==> src/rtl/alu_arbiter_pkg.sv <==
// alu_arbiter_pkg: shared ALU widths and arbiter FSM state encodings
package alu_arbiter_pkg;
    localparam int ALU_W     = 32;
    localparam int ALU_OUT_W = 33;
    localparam int OPC_W     = 3;
    typedef enum logic [1:0] {
        IDLE = 2'd0,
        EXEC = 2'd1,
        RESP = 2'd2
    } state_t;
endpackage

==> src/rtl/alu_arbiter_rr_pick.sv <==
// rr_pick: round-robin picker, first request after last wins (one-hot and index)
module rr_pick #(
    parameter int N  = 4,
    parameter int IW = 2
) (
    input  logic [N-1:0]  req,
    input  logic [IW-1:0] last,
    output logic [N-1:0]  gnt,
    output logic [IW-1:0] idx
);
    always_comb begin
        gnt = '0;
        idx = '0;
        // walk from farthest to nearest so the nearest valid requester wins
        for (int k = N; k > 0; k--) begin
            if (req[(int'(last) + k) % N]) begin
                gnt = '0;
                gnt[(int'(last) + k) % N] = 1'b1;
                idx = IW'((int'(last) + k) % N);
            end
        end
    end
endmodule

==> src/rtl/alu_arbiter.sv <==
// alu_arbiter: shares one ALU among NREQ requesters; ALU_ARB_PRIO0_EN gives requester 0 strict priority
module alu_arbiter
    import alu_arbiter_pkg::*;
#(
    parameter int NREQ = 4,
    parameter int IDW  = 2
) (
    input  logic                  clk,
    input  logic                  rst,
    input  logic [NREQ-1:0]       req_valid,
    output logic [NREQ-1:0]       req_ready,
    input  logic [OPC_W*NREQ-1:0] req_opcode,
    input  logic [ALU_W*NREQ-1:0] req_a,
    input  logic [ALU_W*NREQ-1:0] req_b,
    output logic                  alu_en,
    output logic [OPC_W-1:0]      alu_opcode,
    output logic [ALU_W-1:0]      alu_a,
    output logic [ALU_W-1:0]      alu_b,
    input  logic [ALU_OUT_W-1:0]  alu_out,
    output logic                  resp_valid,
    input  logic                  resp_ready,
    output logic [IDW-1:0]        resp_id,
    output logic [ALU_OUT_W-1:0]  resp_data
);
    state_t          state, state_n;
    logic [IDW-1:0]  last_grant, pick_idx, gidx;
    logic [NREQ-1:0] pick_gnt, gnt;
    logic            upd, accept;

    rr_pick #(.N(NREQ), .IW(IDW)) u_pick (
        .req  (req_valid),
        .last (last_grant),
        .gnt  (pick_gnt),
        .idx  (pick_idx)
    );

`ifdef ALU_ARB_PRIO0_EN
    assign gnt  = req_valid[0] ? NREQ'(1) : pick_gnt;
    assign gidx = req_valid[0] ? '0 : pick_idx;
    assign upd  = !req_valid[0];
`else
    assign gnt  = pick_gnt;
    assign gidx = pick_idx;
    assign upd  = 1'b1;
`endif

    always_comb begin
        accept    = (state == IDLE) && (|req_valid);
        req_ready = (state == IDLE) ? gnt : '0;
        alu_en    = (state == EXEC);
        state_n   = (state == IDLE) ? (accept ? EXEC : IDLE) :
                    (state == EXEC) ? RESP :
                    (state == RESP) ? (resp_ready ? IDLE : RESP) : IDLE;
    end

    always_ff @(posedge clk) begin
        if (rst) begin
            state      <= IDLE;
            last_grant <= IDW'(NREQ - 1);
            alu_opcode <= '0;
            alu_a      <= '0;
            alu_b      <= '0;
            resp_valid <= 1'b0;
            resp_id    <= '0;
            resp_data  <= '0;
        end else begin
            state <= state_n;
            if (accept) begin
                alu_opcode <= req_opcode[OPC_W*gidx +: OPC_W];
                alu_a      <= req_a[ALU_W*gidx +: ALU_W];
                alu_b      <= req_b[ALU_W*gidx +: ALU_W];
                resp_id    <= gidx;
                if (upd) last_grant <= gidx;
            end
            if (state == EXEC) begin
                resp_data  <= alu_out;
                resp_valid <= 1'b1;
            end
            if (state == RESP && resp_ready) resp_valid <= 1'b0;
        end
    end
endmodule

==> config.mk <==
export PLATFORM = sky130hd
export DESIGN_NAME = alu_arbiter
export DESIGN_NICKNAME = d
export VERILOG_FILES = /design/src/rtl/alu_arbiter_pkg.sv /design/src/rtl/alu_arbiter_rr_pick.sv /design/src/rtl/alu_arbiter.sv
export SDC_FILE = /design/constraint.sdc
export NUM_CORES = 1
export LEC_CHECK = 0
export BUFFER_PORTS_ARGS = -buffer_cell sky130_fd_sc_hd__buf_2
export CORE_ASPECT_RATIO = 1.5
export CORE_MARGIN = 8
export CORE_UTILIZATION = 31
export CTS_CLUSTER_DIAMETER = 50
export DETAILED_ROUTE_END_ITERATION = 7
export PLACE_DENSITY = 0.63
export SETUP_SLACK_MARGIN = 0.15
export SYNTH_ARGS = -nofsm -noshare
export SYNTH_HDL_FRONTEND = slang
export SYNTH_SLANG_ARGS = --single-unit
export TNS_END_PERCENT = 30
==> constraint.sdc <==
create_clock -name clk -period 3.5 [get_ports clk]
set_input_delay 0.175 -clock clk [delete_from_list [all_inputs] [get_ports clk]]
set_output_delay 0.175 -clock clk [all_outputs]
set_load 0.005 [all_outputs]
Word-level counts from Yosys, hierarchy flattened

Cells that the tools add are included.

Register bits after elaboration: 107
Input bits: 308
Output and inout port bits: 108

Add/sub/neg operators: 4
Multipliers: 1
$lt $le $gt $ge: 8
Eq/ne operators: 2
Shift-type cells: 3
Multiplexer cells: 34
Bitwise gates (word level): 4
Reductions and logical operators: 13

Operators with widths:

| operator              | count |
|---|---|
| $shiftx A128 B8 Y32   | 2 |
| $mux W4               | 5 |
| $lt A3 B4 Y1 const B  | 4 |
| $mux W2               | 8 |
| $mux W1               | 13 |
| $ge A3 B1 Y1 const B  | 4 |
| $shiftx A12 B5 Y3     | 1 |
| $reduce_or A2 Y1      | 5 |
| $bmux W1 S2           | 4 |
| $demux W1 S2          | 4 |
| $logic_and A1 B1 Y1   | 6 |
| $add A2 B1 Y2 const B | 2 |
| $add A2 B2 Y2 const B | 2 |
| $and A1 B1 Y1 const A | 4 |
| $mul A2 B2 Y4 const A | 1 |
| $reduce_or A4 Y1      | 1 |
| $eq A2 B1 Y1 const B  | 1 |
| $eq A2 B2 Y1 const B  | 1 |
| $logic_not A2 Y1      | 1 |

Logic depth before layout (Yosys ltp)

Depth in word-level cells: 12
Mapped depth: 12
Depth with buffers taken out: 8

Hierarchy

Synthesis repeated with hierarchy kept, for this count alone.

Cells, all modules: 614
Area total of the unflattened synthesis: 5953.2 um^2

Modules (own cells, without submodules):

| module      | instances | cells an instance | area each (um^2) | seq. area each (um^2) |
|---|---|---|---|---|
| alu_arbiter | 1         | 565               | 5540.3           | 2142.1 |
| rr_pick     | 1         | 49                | 412.9            | 0.0 |

Least setup slack after synthesis

OpenSTA, ideal clock, no wires.

Path kind: register -> register
Start point: register last_grant[0]
End point: register alu_a[28]
Setup time: 0.122 ns
Arrival: 2.682 ns
Path slack: 0.696 ns
Stages on the path, launching flop included: 12
Buffers on the path: 3
Clock period less this slack: 2.804 ns
Path through: dfxtp_1 -> buf_6 -> inv_1 -> ha_1 -> mux2i_1 -> mux2i_2 -> clkbuf_1 -> buf_1 -> nor4_1 -> o22ai_1 -> a32oi_1 -> nand3_1

Cells in the longest elaborated chain, start to end: 9

Ends and longest elaborated chain:

| element                                    | RTL line                                             | RTL |
|---|---|---|
| start, declared                            | alu_arbiter.sv:26                                    | `logic [IDW-1:0] last_grant, pick_idx, gidx;` |
| start signal, assigned                     | alu_arbiter.sv:59                                    | `last_grant <= IDW'(NREQ - 1);` |
| start signal, assigned                     | alu_arbiter.sv:73                                    | `if (upd) last_grant <= gidx;` |
| $add A2 B1 Y2                              | alu_arbiter_rr_pick.sv:16, alu_arbiter_rr_pick.sv:19 |  |
| $bmux W1 S2                                | alu_arbiter_rr_pick.sv:16                            | `if (req[(int'(last) + k) % N]) begin` |
| $mux W1 (implied by the code) (2 in a row) | alu_arbiter_rr_pick.sv:16                            |  |
| $mux W2 (3 in a row)                       | alu_arbiter_rr_pick.sv:16                            |  |
| $mux W2 (*)                                | alu_arbiter_rr_pick.sv:16                            |  |
| $shiftx A128 B8 Y32 (*)                    | alu_arbiter.sv:70                                    | `alu_a <= req_a[ALU_W*gidx +: ALU_W];` |
| end signal, assigned                       | alu_arbiter.sv:70                                    |  |
| end, declared                              | alu_arbiter.sv:17                                    | `output logic [ALU_W-1:0] alu_a,` |

Mark *: on every way between the ends. The rest lies on a longest branch, timed or not. The select of a mux whose other input is x is not followed.
A chain may end at the register's enable or synchronous reset.

Worst setup path in the final report

Start point: register last_grant[1]
End point: register alu_a[5]

Same word-level chain as after synthesis.

==> flow_summary.yaml <==
run_status:
  status: "finished clean"
sta:
  rsz0062_at_grt: "false"
  max_freq_mhz: 327
  post-route-period-util: 0.874
  fin_skew_ps: 18.6
  drv_slew: 0
  fin_crit_ps: 3060
  hold_viol: 0
  maxSlewHeadroom: 0.130
  setup_tns_ps: 0
  worst_slew_pin_slew_ps: 1310
  finalSetupViolations: 0
synthesis:
  synth-edff-count: 0
  synthFlopType: "dfxtp_1"
  synth_top_area_cell: "dfxtp_1"
  yosys.cell_count.top_type: "nand3_1"
  ys_types: 38
  synth_top_area_frac: 0.284
  async_flop_share: 0
  synthCells: 1030
  synthTopCellsByCount: "nand3_1 (201), dfxtp_1 (107), clkbuf_1 (101)"
  ys_ff_latch: 107
  ys_warn_count: 0
  syn_area_per_cell_um2: 7.31
  syn_nets: 1345
  ys_top_cells_by_area: "dfxtp_1 (28%), nand3_1 (13%), o32a_1 (8.9%), a32oi_1 (7.8%), o22ai_1 (5.9%)"
  netlist_area_mm2: 0.00753
  ys_seq_area_frac: 0.284
power:
  p_clk_frac: 0.168
  peakVddDrop_mv: 0.413
  power.density_mw_per_mm2: 674
  sw_frac_of_total: 0.482
  seqPwrFrac: 0.262
  p_switching_uw: 3320
  combinationalPowerShare: 0.571
  p_int_uw: 3580
  leakage_uw: 0.00430
worst_hold_path:
  min_delay_path_depth: 3
  hp-class: "input port to flip-flop"
placement:
  hpwl_um: 25700
  dp_cells: 1660
  gp_congestion: 0.868
  io_buffers: 415
setup_path:
  reg2reg_depth: 10
  crit_required_ps: 3760
  start_kind: "flip-flop"
  cp_max_fo: 39
  critical-path-slowest-cell: "ha_1"
  worstSetupPathType: "flip-flop to flip-flop"
  cp-end-kind: "flip-flop"
  critPathArrivalTime_ps: 3320
  path_cells: "inv_1 -> ha_1 -> mux4_2 -> nor2b_4 -> buf_6 -> nor2_4 -> buf_4 -> o32a_1 -> a32oi_1 -> nand3_1"
  cpPeakStageDelay_ps: 460
detailed_routing:
  first_pass_iters: 6
  vias_per_cell: 6.01
  vias: 10200
  drc_errors: 0
  detail-route-antenna-nets: 0
  routed_wirelength_um: 36500
  wl_per_cell_um: 21.5
  drtIter0Drc: 827
global_route:
  grt_pass1_wl_um: 54400
  antenna_found_initial: 10
  grt_max_degree: 91
  overflow: 0
  grt_pass1_vias: 9787
  grt_usage: 0.232
floorplan:
  start_util: 0.312
  std_cell_rows: 70
  dieArea_mm2: 0.0296
  coreArea_mm2: 0.0242
  die_w_um: 143
  die_h_um: 207
  floorplan.io_pins: 416
clocking:
  cts_buffers: 9
  cts_tree: "built"
  cts_sinks: 107
  path_clk_slew_ps: 90
  cts_buffer_depth: 2
  root_buffer: "clkbuf_16"
  cts_max_level: 3
  cts_setup_buffers: 0
  clk_latency_ps: 380
cells_and_area:
  fill_cells: 2552
  drive_above_1_share: 0.355
  final-instance-count-excl-fill: 1697
  fin_nets: 1672
  area_delta_synth_final_pct: 35.9
run:
  cap_violations: 0
metal layers:
metal,vias to the layer above,part of all wire,GRT usage
met1,4785,0.38,0.272
met5,-,0.0012,0
met4,8,0.034,0.112
met3,84,0.085,0.0599
met2,562,0.50,0.386
li1,4759,-,-
state kept, by name, summed over array words and instances, names as in the netlist:
name	cells
resp_data	33
alu_opcode	3
resp_valid	1
alu_b	32
state	2
resp_id	2
alu_a	32
last_grant	2
cell type report:
cell class | count | area (µm²) | area share
Antenna cell | 11 | 27.5 | 0.00269
Clock buffer | 9 | 225 | 0.0220
Clock inverter | 7 | 101 | 0.00990
Inverter | 4 | 15.0 | 0.00147
Multi-Input combinational cell | 778 | 4840 | 0.473
Sequential cell | 107 | 2150 | 0.210
Tap cell | 324 | 405 | 0.0396
Timing Repair Buffer | 457 | 2470 | 0.241
per-stage QoR:
step | total power (µW) | instance area [µm²] | hold slack, ps | util | worst slack (ps)
2_1_floorplan | 4320 | 7530 | 308 | - | 696
6_report | 6900 | 10200 | 11.6 | 0.423 | 441
5_1_grt | 7380 | 10200 | 10.2 | 0.423 | 270
4_1_cts | 6930 | 10200 | 0.380 | 0.422 | 230
3_5_place_dp | 5740 | 9780 | 396 | 0.404 | 251
3_3_place_gp | 5690 | 9780 | 393 | 0.404 | 383
cells in the final DEF, fill, tap and decap left out, types with 39 or more instances in the layout:
master | Yosys | routed
a32oi_1 | 67 | 67
o22ai_1 | 71 | 70
a21oi_1 | 39 | 39
o32a_1 | 67 | 67
nor4_1 | 68 | 68
buf_2 | 25 | 415
nand2_1 | 68 | 68
o21ai_0 | 68 | 68
nor3_1 | 74 | 73
nand3_1 | 201 | 201
dfxtp_1 | 107 | 105
worst max-delay path: cells and delay by family (launching register included):
family,cells,cell delay (ps)
buffers and inverters,3,690
AO/OA/AOI/OAI,2,600
adder cells (fa/ha/maj),1,460
flip-flops,1,430
AND/OR/NAND/NOR,3,380
multiplexers,1,340
power by group through the flow:
stage / clock network [µW] / logic [µW] / registers [µW]
final: 1160 / 3940 / 1810
after global placement: 0 / 3860 / 1830
after floorplan: 0 / 2500 / 1810
after global routing: 1230 / 4300 / 1850
after detailed placement: 0 / 3910 / 1820
after CTS: 1190 / 3930 / 1800
what timing repair did:
action | in CTS | in global routing
hold buffers | 10 | 0
gates resized for setup | 0 | 2
hold endpoints to repair | 10 | 0
endpoints found under the setup margin | 0 | 52
logic make-up (layout without fill, tap and decap cells):
logic type / count (synthesis) / count (layout) / share of synthesized area
buffers and inverters: 145 / 477 / 0.0824
multiplexers: 11 / 11 / 0.0204
flip-flops: 107 / 107 / 0.284
AO/OA/AOI/OAI: 325 / 325 / 0.310
other: 0 / 11 / 0
AND/OR/NAND/NOR: 435 / 435 / 0.291
adder cells (fa/ha/maj): 7 / 7 / 0.0116
final timing paths:
| path | slack [ps] | endpoint | from |
|---|---|---|---|
| worst max-delay path | 440 | alu_a[5]$_SDFFE_PP0P_ | last_grant[1]$_SDFFE_PP1P_ |
| worst min-delay path | 10 | alu_b[22]$_SDFFE_PP0P_ | req_b[54] |
| worst max register to register | 440 | alu_a[5]$_SDFFE_PP0P_ | last_grant[1]$_SDFFE_PP1P_ |
| worst min register to register | 450 | resp_data[28]$_SDFFE_PP0P_ | resp_data[28]$_SDFFE_PP0P_ |
Power figures use the tool's default switching activity.
